### src/rtl/fu_sched_pkg.sv
// Shared types for the functional-unit share scheduler: owner index and per-unit state.
package fu_sched_pkg;

  localparam int DEF_NUM_REQ   = 4;
  localparam int DEF_NUM_UNITS = 2;

  function automatic int req_w(input int n);
    return (n <= 2) ? 1 : $clog2(n);
  endfunction

  localparam int PKG_REQ_W = req_w(DEF_NUM_REQ);

  typedef logic [PKG_REQ_W-1:0] req_idx_t;

  typedef struct packed {
    logic     busy;
    logic     killed;
    req_idx_t owner;
  } unit_state_t;

endpackage

### src/rtl/fu_share_scheduler_rr_pick_one.sv
// Rotating-priority single pick: first set request at or after ptr, wrapping mod N.
// Purely combinational, zero latency; no backpressure of its own.
module rr_pick_one #(
  parameter int N = 4,
  parameter int W = 2
) (
  input  logic [N-1:0] req,
  input  logic [W-1:0] ptr,
  output logic [N-1:0] gnt,
  output logic [W-1:0] idx,
  output logic         found
);

  logic [2*N-1:0] dbl;
  logic [N-1:0]   rot;
  logic [W:0]     sum;

  always_comb begin
    // rot[i] corresponds to requester (ptr + i) mod N
    dbl   = {req, req} >> ptr;
    rot   = dbl[N-1:0];
    found = 1'b0;
    sum   = '0;
    for (int i = 0; i < N; i++) begin
      if (!found && rot[i]) begin
        found = 1'b1;
        sum   = {1'b0, ptr} + (W+1)'(i);
      end
    end
    if (sum >= (W+1)'(N)) begin
      sum = sum - (W+1)'(N);
    end
    idx = sum[W-1:0];
    gnt = '0;
    if (found) begin
      gnt[idx] = 1'b1;
    end
  end

endmodule

### src/rtl/fu_share_scheduler.sv
// Round-robin share of NUM_UNITS non-pipelined units among NUM_REQ requesters.
// Grants and done routing are same-cycle combinational; a requester waits while no unit is free or flush is high.
module fu_share_scheduler
  import fu_sched_pkg::*;
#(
  parameter int NUM_REQ   = DEF_NUM_REQ,
  parameter int NUM_UNITS = DEF_NUM_UNITS,
  parameter int REQ_W     = req_w(NUM_REQ)
) (
  input  logic                              clk,
  input  logic                              rst,
  input  logic                              flush,
  input  logic [NUM_REQ-1:0]                req_valid,
  output logic [NUM_REQ-1:0]                req_ready,
  output logic [NUM_UNITS-1:0]              issue_valid,
  output logic [NUM_UNITS-1:0][REQ_W-1:0]   issue_src,
  input  logic [NUM_UNITS-1:0]              unit_done,
  output logic [NUM_UNITS-1:0]              done_valid,
  output logic [NUM_UNITS-1:0][REQ_W-1:0]   done_owner,
  output logic [NUM_UNITS-1:0]              unit_busy,
  output logic                              err_spurious
);

  unit_state_t [NUM_UNITS-1:0] st_q, st_d;
  logic [REQ_W-1:0]            ptr_q, ptr_d;
  logic                        err_q, err_d;

  logic [NUM_UNITS-1:0]              busy_vec;
  logic [NUM_UNITS-1:0]              free;
  logic [NUM_UNITS:0][NUM_REQ-1:0]   mask;
  logic [NUM_UNITS-1:0][NUM_REQ-1:0] pick_gnt;
  logic [NUM_UNITS-1:0][REQ_W-1:0]   pick_idx;
  logic [NUM_UNITS-1:0]              pick_found;
  logic [REQ_W-1:0]                  last_idx;
  logic [REQ_W:0]                    ptr_inc;
  logic                              any_gnt;
  int                                rank;

  // Each stage picks the next requester in rotation after removing earlier picks.
  assign mask[0] = req_valid;

  for (genvar k = 0; k < NUM_UNITS; k++) begin : g_pick
    rr_pick_one #(
      .N (NUM_REQ),
      .W (REQ_W)
    ) u_pick (
      .req   (mask[k]),
      .ptr   (ptr_q),
      .gnt   (pick_gnt[k]),
      .idx   (pick_idx[k]),
      .found (pick_found[k])
    );
    assign mask[k+1] = mask[k] & ~pick_gnt[k];
  end

  always_comb begin
    for (int u = 0; u < NUM_UNITS; u++) begin
      busy_vec[u] = st_q[u].busy;
    end
    free = ~busy_vec | unit_done;
  end

  // The k-th pick lands on the k-th lowest-index free unit; surplus picks are dropped.
  always_comb begin
    req_ready   = '0;
    issue_valid = '0;
    issue_src   = '0;
    last_idx    = '0;
    any_gnt     = 1'b0;
    rank        = 0;
    for (int u = 0; u < NUM_UNITS; u++) begin
      if (free[u]) begin
        for (int k = 0; k < NUM_UNITS; k++) begin
          if (rank == k && pick_found[k] && !flush && !rst) begin
            issue_valid[u] = 1'b1;
            issue_src[u]   = pick_idx[k];
            req_ready      = req_ready | pick_gnt[k];
            last_idx       = pick_idx[k];
            any_gnt        = 1'b1;
          end
        end
        rank = rank + 1;
      end
    end
  end

  always_comb begin
    ptr_inc = {1'b0, last_idx} + 1'b1;
    if (ptr_inc >= (REQ_W+1)'(NUM_REQ)) begin
      ptr_inc = '0;
    end
    ptr_d = any_gnt ? ptr_inc[REQ_W-1:0] : ptr_q;
  end

  always_comb begin
    st_d  = st_q;
    err_d = err_q | (|(unit_done & ~busy_vec));
    for (int u = 0; u < NUM_UNITS; u++) begin
      if (unit_done[u] && st_q[u].busy) begin
        st_d[u].busy = 1'b0;
      end else if (flush && st_q[u].busy) begin
        // Unit keeps computing; its eventual result is discarded.
        st_d[u].killed = 1'b1;
      end
      if (issue_valid[u]) begin
        st_d[u].busy   = 1'b1;
        st_d[u].killed = 1'b0;
        st_d[u].owner  = req_idx_t'(issue_src[u]);
      end
    end
  end

  always_ff @(posedge clk or posedge rst) begin
    if (rst) begin
      st_q  <= '0;
      ptr_q <= '0;
      err_q <= 1'b0;
    end else begin
      st_q  <= st_d;
      ptr_q <= ptr_d;
      err_q <= err_d;
    end
  end

  always_comb begin
    for (int u = 0; u < NUM_UNITS; u++) begin
      done_valid[u] = unit_done[u] & st_q[u].busy & ~st_q[u].killed & ~flush & ~rst;
      done_owner[u] = REQ_W'(st_q[u].owner);
    end
  end

  assign unit_busy    = busy_vec;
  assign err_spurious = err_q;

endmodule

### config.mk
export PLATFORM = sky130hd
export DESIGN_NAME = fu_share_scheduler
export DESIGN_NICKNAME = d
export VERILOG_FILES = /design/src/rtl/fu_sched_pkg.sv /design/src/rtl/fu_share_scheduler_rr_pick_one.sv /design/src/rtl/fu_share_scheduler.sv
export SDC_FILE = /design/constraint.sdc
export NUM_CORES = 1
export LEC_CHECK = 0
export CORE_UTILIZATION = 45
export DETAILED_ROUTE_END_ITERATION = 8
export GPL_TIMING_DRIVEN = 0
export PLACE_DENSITY = 0.76
export SYNTH_ARGS = -nofsm -noshare
export SYNTH_HDL_FRONTEND = slang
export SYNTH_HIERARCHICAL = 1
export SYNTH_SLANG_ARGS = --single-unit
### constraint.sdc
create_clock -name clk -period 2.36 [get_ports clk]
set_input_delay 0.472 -clock clk [delete_from_list [all_inputs] [get_ports clk]]
set_output_delay 0.472 -clock clk [all_outputs]
set_load 0.01 [all_outputs]
Word level (Yosys, flattened, before mapping) --
Index checks and enable logic that the tools add are counted.
Word-level totals: bits in registers 11, input port bits 9, output and inout bits 19
Cells by class: add/subtract/negate cells 6, $lt $le $gt $ge 7, equality and inequality tests 3, shift-type cells 2, mux-type cells 56, bitwise logic cells 20, reductions and logical operators 36
Operators with widths (number):
- 4-bit two-way mux | 10
- 32-bit by 2-bit equality test with 1-bit output (second input constant) | 1
- 32-bit logical NOT | 1
- 2-bit two-way mux | 13
- 1-bit two-way mux | 25
- 1-bit logical AND | 20
- 3-bit two-way mux | 6
- 8-bit by 2-bit right shift with 4-bit output | 2
- 3-bit >= comparator (second input constant) | 3
- 1-bit AND | 8
- 1-bit logical NOT | 8
- 4-bit OR | 2
- 2-bit nonzero test | 4
- 2-bit by 1-bit adder with 3-bit output (second input constant) | 2
- 2-bit by 2-bit adder with 3-bit output (second input constant) | 2
- 2-bit by 3-bit less-than comparator with 1-bit output (second input constant) | 2
- 4-bit AND | 1
- 1-bit demux with 2-bit select | 2
- 2-bit by 1-bit >= comparator with 1-bit output (second input constant) | 2
- 2-bit != test (second input constant) | 2
- 1-bit inverter | 4
- 4-bit inverter | 1
- 2-bit AND reduction | 2
- 2-bit by 1-bit subtractor with 2-bit output (second input constant) | 2
- 5 further kinds | 5

Depth between registers and ports, before layout --
Gate-level depths: netlist of the first run.
depth in word-level cells 41, gate-level depth with buffers 13, mapped depth without buffers 10

Cells and area by module --
The synthesis of the first run kept the hierarchy.
Modules (own cells, without submodules):
- fu_share_scheduler | instances 1, cells each 90, area each 777.0 um^2
- rr_pick_one | instances 2, cells each 33, area each 211.5 um^2

Worst setup path before layout of the first run --
Ideal clock, no wire load.
kind input to output, from input port req_valid[0], to output port issue_src[2] (netlist bit), arrival 2144 ps, path slack -256 ps, stages 11, buffers on the path 2, path through buf_2 -> nor2_1 -> o21ai_0 -> a21boi_0 -> nor2b_1 -> buf_6 -> mux2i_1 -> nor2_1 -> a311oi_1 -> mux2i_1 -> nor3_1
RTL lines:
- start: declaration | line fu_share_scheduler.sv:13 | input logic [NUM_REQ-1:0] req_valid,
- end: declaration | line fu_share_scheduler.sv:16 | output logic [NUM_UNITS-1:0][REQ_W-1:0] issue_src,

==> flow_summary.ini, run 1 <==
[worst_setup_path]
reg2regPathDepth = 14
cp-start-kind = flip-flop
cpPeakStageDelay_ns = 0.45
startpoint = ptr_q[1]$_DFFE_PP0P_
crit_cells = 12
r2r-end = ptr_q[1]$_DFFE_PP0P_
critPathBufInv = 3
endpoint_kind = output pin
crit_path_end = issue_src[2]
critPathSlowestCell = dfrtp_2
cp_top_family = compound AO/OA/AOI/OAI gates
critPathKind = reg -> out
arrival_ns = 2.42
reg2reg_from = ptr_q[0]$_DFFE_PP0P_
rrSetupSlack_ns = -0.13
crit_fanout = 9
required_ns = 1.89
critical_path.cell_chain = buf_6, and2b_2, o21bai_1, a21boi_1, nor2b_1, buf_6, mux2i_1, nor2_1, a311oi_2, mux2i_1, nor3_2, buf_2

[clock_tree]
cts_max_level = 1
clockBufferDepth = 2
cts_root_buffer = clkbuf_4
clk_pin_slew_ns = 0.08
hold_buffers = 0
numCtsBuffers = 3
cts_sinks = 11
cts_tree = yes
clock_latency_ns = 0.29

[synth]
yosysSeqAreaShare_pct = 22.9
synthMuxAreaShare_pct = 3.34
synth.distinct_cells = 40
yosys-top-cells-area = dfrtp_1, nor2_1, buf_4, a21oi_1, buf_6
yosysTopAreaCell = dfrtp_1
synth_most_common_cell = nor2_1
yosys-top-cells-count = nor2_1, a21oi_1, dfrtp_1
synth_top_flop_cell = dfrtp_1
synth_compound_area_share_pct = 31.8
synth_fa_ha_area_share_pct = 0
yosys_warnings = 6
post_synth_and_or_nand_nor_area_fraction_pct = 27.1
yosys.area.top_type_share_pct = 22.9
netlist_area_um2 = 1200
syn_avg_cell_area_um2 = 7.69
synthArstFlopShare_pct = 100
synthXorXnorAreaFrac_pct = 0
syn-num-nets = 165
synth_top_family_by_area = compound AO/OA/AOI/OAI gates
syn_inst = 156
ys_seq_elements = 11
synth-edff-count = 0

[cells_and_area]
finalInstanceArea_um2 = 1890
utilization_pct = 75.7
multiInputGateArea_um2 = 881
antenna-diode-count = 0
fillers = 178
regArea_um2 = 278
num-nets-final = 227
synthToLayoutAreaGrowth_pct = 57.8
drive_gt1_share_pct = 49.3
finalNonFillerCells = 247

[timing]
hold_viol_final = 0
rsz0062_at_grt = yes
skew_ns = 0.0117
fin_ws_ns = -0.531
worst_slew_margin_rel_pct = 68.8
post-route-period-util_pct = 122
drv_slew = 0
worst_pin_slew_ns = 0.467
setup_violations = 11
finalCriticalPeriod_ns = 2.89
hold_ws_ns = 0.496
fmax_mhz = 346

[grt]
grt_pass1_wl_um = 6050
antenna_found_initial = 0
overflow = 0
grt.total_usage_pct = 29.2
grt_pass1_vias = 1306
grt_max_degree = 12

[power_and_ir_drop]
vdd_drop_max_v = 0.000633
powerDensity_nw_per_um2 = 858
leakage_uw = 0.000918

[die]
die_x_um = 53.6
dieArea_um2 = 2880
core_area_um2 = 2500
dieHeight_um = 53.6
start_util_pct = 48.0
std_cell_rows = 18
io_pins = 28

[placed_design]
place.gp.congestion = 0.839
pre_cts_ws_ns = -1.24
portBuffers = 27
dp_hpwl_um = 2270
post_dp_cell_area_um2 = 1560
place_inst = 213

[drt]
vias = 1397
ant_nets = 0
drt-total-wl_um = 4060
viasPerCell = 5.66
routedWlPerCell_um = 16.4
drc = 0
drtIter0Drc = 39
first_pass_iters = 4

[worst_hold_path]
hp-class = reg -> reg

[outcome]
violations = negative setup slack
status = finished with violations

[flow_run]
cap_viol_max_count = 0
area by class of cell:
class	instances	area share, %
Buffer	17	8.26
Clock buffer	3	1.19
Clock inverter	1	0.264
Inverter	10	1.98
Multi-Input combinational cell	117	46.5
Sequential cell	11	14.7
Tap cell	30	1.98
Timing Repair Buffer	58	25.1
stage by stage:
step	setup TNS, ns	power (uW)
finish	-3.68	1630
global route	-4.74	1710
CTS	-3.19	1490
detailed placement	-12.93	1120
global placement	-12.40	1090
floorplan	-0.124	889
cells in the final DEF, fill, tap and decap left out, drive strengths merged, types with 5 or more instances in the layout:
cell type	netlist	layout
clkbuf	2	7
o21ai	10	10
clkdlybuf4s50	0	10
nor2	22	22
dfrtp	11	11
nand2	10	10
buf	16	55
a21oi	14	14
inv	10	10
and3	5	5
power by group:
group          internal (uW)  switching [uW]  total (uW)
Clock                   63.0            73.5         136
Combinational            645             535        1180
Sequential               248            60.9         308
Total                    956             669        1630
flip-flops by register name, summed over array words and instances (netlist names):
name	flops
st_q	2
done_owner	4
ptr_q	2
unit_busy	2
err_spurious	1
cells by family (layout without fill, tap and decap cells):
| family | count (synthesis) | after routing |
|---|---|---|
| simple gates | 61 | 61 |
| compound gates | 52 | 52 |
| buf+inv | 28 | 89 |
| flops | 11 | 11 |
| mux | 4 | 4 |
layer usage:
metal  global-route usage (%)  vias up  wire length, um
li1                         -      663                -
met1                     37.2      688             1750
met2                     51.0       40             2110
met3                     5.65        6              170
met4                     4.82        0               31
met5                        0        -                0
what timing repair did:
action | 4_1_cts | 5_1_grt
resized for setup | 66 | 19
cloned | 1 | 0
endpoints found under the setup margin | 17 | 12
pin swaps | 11 | 6
setup buffers | 27 | 3
worst min path at each step:
stage | startpoint | endpoint | slack (ns) | cells after the start
final | done_owner[0]$_DFFE_PP0P_ | done_owner[0]$_DFFE_PP0P_ | 0.50 | 1
after global routing | done_owner[1]$_DFFE_PP0P_ | done_owner[1]$_DFFE_PP0P_ | 0.52 | 1
after CTS | done_owner[0]$_DFFE_PP0P_ | done_owner[0]$_DFFE_PP0P_ | 0.49 | 1
after detailed placement | done_owner[0]$_DFFE_PP0P_ | done_owner[0]$_DFFE_PP0P_ | 0.47 | 1
after global placement | err_spurious$_DFF_PP0_ | err_spurious$_DFF_PP0_ | 0.46 | 2
after floorplan | rst | done_owner[0]$_DFFE_PP0P_ | 0.32 | 1
Power figures use the tool's default switching activity.
==> run 2: changes to the inputs <==
Settings changed: CAP_MARGIN set to 20, CORE_MARGIN set to 1.
==> results of run 2 <==
Final layout, timing and power as in run 1 (identical DEF).
==> RTL edit 1, RTL diff (flow settings as in run 1) <==
`DEF_NUM_UNITS`: 2 -> 4.
--- a/src/rtl/fu_sched_pkg.sv
+++ b/src/rtl/fu_sched_pkg.sv
@@ -2,7 +2,7 @@
 package fu_sched_pkg;
 
   localparam int DEF_NUM_REQ   = 4;
-  localparam int DEF_NUM_UNITS = 2;
+  localparam int DEF_NUM_UNITS = 4;
 
   function automatic int req_w(input int n);
     return (n <= 2) ? 1 : $clog2(n);
Ports: changed (6 resized); port bits go from 28 to 44. No check against the original RTL was run, so the function may have changed too.
==> RTL edit 1 against run 1 <==
The flow still finishes with violations (setup timing); area after synthesis increased by 130%; first-iteration DRC count increased to 13 times the old value; total power increased to 2.8 times the old value; sequential share of layout area decreased by 4.1 points; design area increased by 140%; sequential cell count increased by 8; register-to-register slack got worse by 2.3 ns; via count increased to 2.6 times the old value; routed wire length increased to 3.0 times the old value; setup slack got worse by 2.0 ns; critical endpoint is now req_ready[2].
==> RTL edit 1: results (changes against run 1) <==
Synthesis
  – Synth Area in Compound Gates: 34.8% (+3.0 points)
  – Mapped Cells: 369 (+140%)
  – Mux cell area share after synthesis: 3.15% (-0.19 points)
  – Adder-Cell Fraction of Synth Area: 1.85% (+1.9 points)
  – Synth top area cells: dfrtp_1 18%, a21oi_1 6.3%, nor2_1 5.4%, buf_4 4.7%, inv_1 3.9%
  – Mapped Nets: 384 (+130%)
  – Register area share after synthesis: 17.6% (-5.3 points)
  – Synth cell count leaders: 39 x nor2_1, 34 x a21oi_1, 28 x inv_1

Min path
  – Hold EP: st_q[6]
  – HP Start: st_q[6]

Routing
  – First-pass DRT Iterations: 6 (+2)
  – Met3 wire len: 1110 um (+550%)
  – WL met2: 5660 um (+170%)
  – Total number of vias: 3,694 (+160%)
  – Routed WL: 12,000 um (+200%)

GRT
  – Largest net degree at the start of global routing: 20 (+8)
  – Number of global-route vias before repair: 3,421 (+160%)
  – Met3 usage: 7.89% (+2.2 points)
  – All-layer global routing usage: 34.4% (+5.3 points)
  – Met2 Use GR: 57.6% (+6.6 points)
  – Met1 usage: 41.5% (+4.3 points)
  – First-pass GRT wire length: 16,900 um (+180%)

Worst setup path
  – CP max FO: 6 (-3)
  – Slowest-stage cell, CP: or3_1
  – R2R Path Start: ptr_q[1]
  – WP data arrival: 4.43 ns (+2.01 ns)
  – Length in cells of the worst reg-to-reg path: 25 (+11)

Outcome
  – Failing checks: setup timing
  – Status: complete, but fails checks

Clock network
  – Root buf cell: clkbuf_8

Place
  – Placement-stage worst setup slack: -3.71 ns (-2.47 ns)
  – DP Cell Count: 484 (+130%)

Timing
  – Slew @ Worst Pin: 0.782 ns (+0.315 ns)
  – Final setup viols: 32 (+21)
  – Final worst slack: -2.55 ns (-2.01 ns)

Final layout
  – FILL cells: 333 (+87%)
  – Share of layout cells above drive strength 1: 48.4% (-0.90 points)
  – Max reg flops: 8 (+4)

Pwr
  – VDD IR-drop max: 0.000706 V (+12%)
==> RTL edit 1: cell type report <==
| type | instances | area share, % |
|---|---|---|
| plain buffers | 37 | 7.45 |
| clock buffers | 4 | 0.989 |
| inverters | 29 | 2.42 |
| multi-input cells | 282 | 51.7 |
| flip-flops and latches | 19 | 10.6 |
| well taps | 72 | 1.98 |
| repair buffers | 131 | 24.9 |
==> RTL edit 1: power by group <==
part / switching [W] / internal (W) / total [W] / leakage, nW
clock network: 0.000114 / 0.000120 / 0.000234 / 0.0228
registers: 0.000124 / 0.000459 / 0.000583 / 0.228
logic: 0.00183 / 0.00184 / 0.00367 / 1.87
==> RTL edit 1: timing repair <==
item                                    4_1_cts  5_1_grt
setup buffers                                70       22
pin swaps                                    54       24
endpoints found under the setup margin       36       32
resized for setup                           168       73
==> RTL edit 1: logic make-up after synthesis <==
family,Yosys count
AND/OR/NAND/NOR,139
flip-flops,19
buffers and inverters,68
AO/OA/AOI/OAI,131
multiplexers,8
adder cells (fa/ha/maj),4
==> RTL edit 2, RTL diff (settings of run 1) <==
Without the edit above. Make the reset (`rst`) synchronous in one clocked block.
--- a/src/rtl/fu_share_scheduler.sv
+++ b/src/rtl/fu_share_scheduler.sv
@@ -110,7 +110,7 @@
     end
   end
 
-  always_ff @(posedge clk or posedge rst) begin
+  always_ff @(posedge clk) begin
     if (rst) begin
       st_q  <= '0;
       ptr_q <= '0;
Function: differs if rst is asserted again (counterexample within 4 cycles, from zero or initial values and one cycle with rst high); with rst held inactive, the same outputs for 10 cycles.
==> RTL edit 2 against run 1 <==
The flow still finishes with violations (setup timing); setup slack worse by 0.11 ns; sequential cell count unchanged; design area up 6.3%; critical path depth is 2 higher; sequential share of layout area fell by 3.4 points; utilization increased by 12 points; area after synthesis decreased by 5.6%; routed wire length rose by 16%; critical endpoint is now issue_src[3]; largest cell class unchanged.
Power is not compared: it rests on default switching activity, and its combinational part moved more than twofold at a synthesized area within 25%.
==> RTL edit 2: results (changes against run 1) <==
Timing
  – Min Hold Slack: 0.490 ns (-0.00553 ns)
  – Final setup viols: 13 (+2)
  – Final worst slack: -0.637 ns (-0.106 ns)
  – Slew @ Worst Pin: 0.547 ns (+0.0804 ns)

Synthesis
  – Syn_area_per_cell: 7.35 um2 (-4.4%)
  – Mapped Nets: 163 (-1.2%)
  – Main synth FF type: dfxtp_1
  – Synth cell count leaders: 16 x a21oi_1, 13 x nor2_1, 13 x o21ai_0

Outcome
  – Status: complete, but fails checks
  – Failing checks: setup timing

GRT
  – Met1 usage: 36.0% (-1.2 points)
  – First-pass GRT wire length: 5880 um (-2.9%)
  – Met3 usage: 8.48% (+2.8 points)

Place
  – Final Wtd Congestion: 0.816 (-2.7%)
  – DP Cell Count: 209 (-1.9%)

Final layout
  – FILL cells: 125 (-30%)
  – Post-Layout Cell Count: 253 (+2.4%)
  – Net count, final: 235 (+3.5%)

Routing
  – Drt wl/cell: 18.6 um (+13%)
  – Number of DRC markers in iteration 0: 61 (+56%)

Worst setup path
  – CP max FO: 4 (-5)
  – R2R Path Start: ptr_q[1]
  – Critical Path Max Stage Delay: 0.37 ns (-0.08 ns)
  – WP data arrival: 2.52 ns (+0.10 ns)
  – R2r setup slk: -0.15 ns (-0.02 ns)
  – R2R Path End: ptr_q[1]
  – Slowest-stage cell, CP: dfxtp_4
## RTL edit 2: cell types whose count changed after synthesis, moves of 3 or more
cell and delta:
nor2b_1 +3, a22o_2 +3, dfrtp_1 -11, dfxtp_1 +11, nor2_1 -9, o21ai_0 +5
buf_4 -4, a22oi_1 -4
## RTL edit 2: cell type report
class / instances / share of cell area, %
inverters: 12 / 2.24
clock buffers: 4 / 1.31
flip-flops and latches: 11 / 11.3
plain buffers: 15 / 6.65
well taps: 28 / 1.74
multi-input cells: 114 / 46.4
repair buffers: 69 / 30.3
## RTL edit 2: how the worst max path moves through the flow
stage | from | end | slack (ns) | depth (start not counted)
floorplan | req_valid[0] | issue_src[2] | -0.12 | 12
global placement | req_valid[0] | issue_src[2] | -1.29 | 14
detailed placement | req_valid[3] | issue_src[2] | -1.36 | 13
CTS | ptr_q[1] | issue_src[2] | -0.52 | 13
global route | ptr_q[1] | issue_src[3] | -0.69 | 14
finish | ptr_q[1] | issue_src[3] | -0.64 | 14
## RTL edit 2: kinds of logic after synthesis
kind of cell	share of synthesized area (%)
XOR/XNOR	1.55
AND/OR/NAND/NOR	25.4
AO/OA/AOI/OAI	35.5
multiplexers	2.65
flip-flops	19.4
buffers and inverters	15.5
## RTL edit 2: routing by layer
metal | part of all wire [%] | up-vias
li1 | - | 685
met1 | 43 | 722
met2 | 49 | 67
met3 | 5.9 | 14
met4 | 2.1 | 0
met5 | 0 | -
## RTL edit 2: where the power goes
group | leakage (nW) | switching [W] | internal [W] | total, W
logic | 0.831 | 0.000241 | 0.000262 | 0.000503
registers | 0.0917 | 0.0000160 | 0.000200 | 0.000216
clock network | 0.0150 | 0.0000717 | 0.0000656 | 0.000137
total | 0.937 | 0.000328 | 0.000527 | 0.000856
## RTL edit 2: through the flow
| step | worst slack [ns] | utilization [%] | total power, W | setup TNS, ns | cell area, um2 |
|---|---|---|---|---|---|
| 6_report | -0.637 | 87.6 | 0.000856 | -4.02 | 2010 |
| 3_5_place_dp | -1.36 | 65.0 | 0.000527 | -13.59 | 1490 |
| 5_1_grt | -0.688 | 87.6 | 0.000894 | -4.80 | 2010 |
| 2_1_floorplan | -0.119 | - | 0.000432 | -0.217 | 1190 |
| 4_1_cts | -0.521 | 79.0 | 0.000748 | -3.00 | 1820 |
| 3_3_place_gp | -1.29 | 65.0 | 0.000519 | -12.67 | 1490 |
## RTL edit 2: timing repair
action                     4_1_cts  5_1_grt
hold buffers                     0        0
gates resized for setup         86       35
setup buffers                   25       15
setup endpoints to repair       18       15
pin swaps                       17       21
gates cloned                     2        0
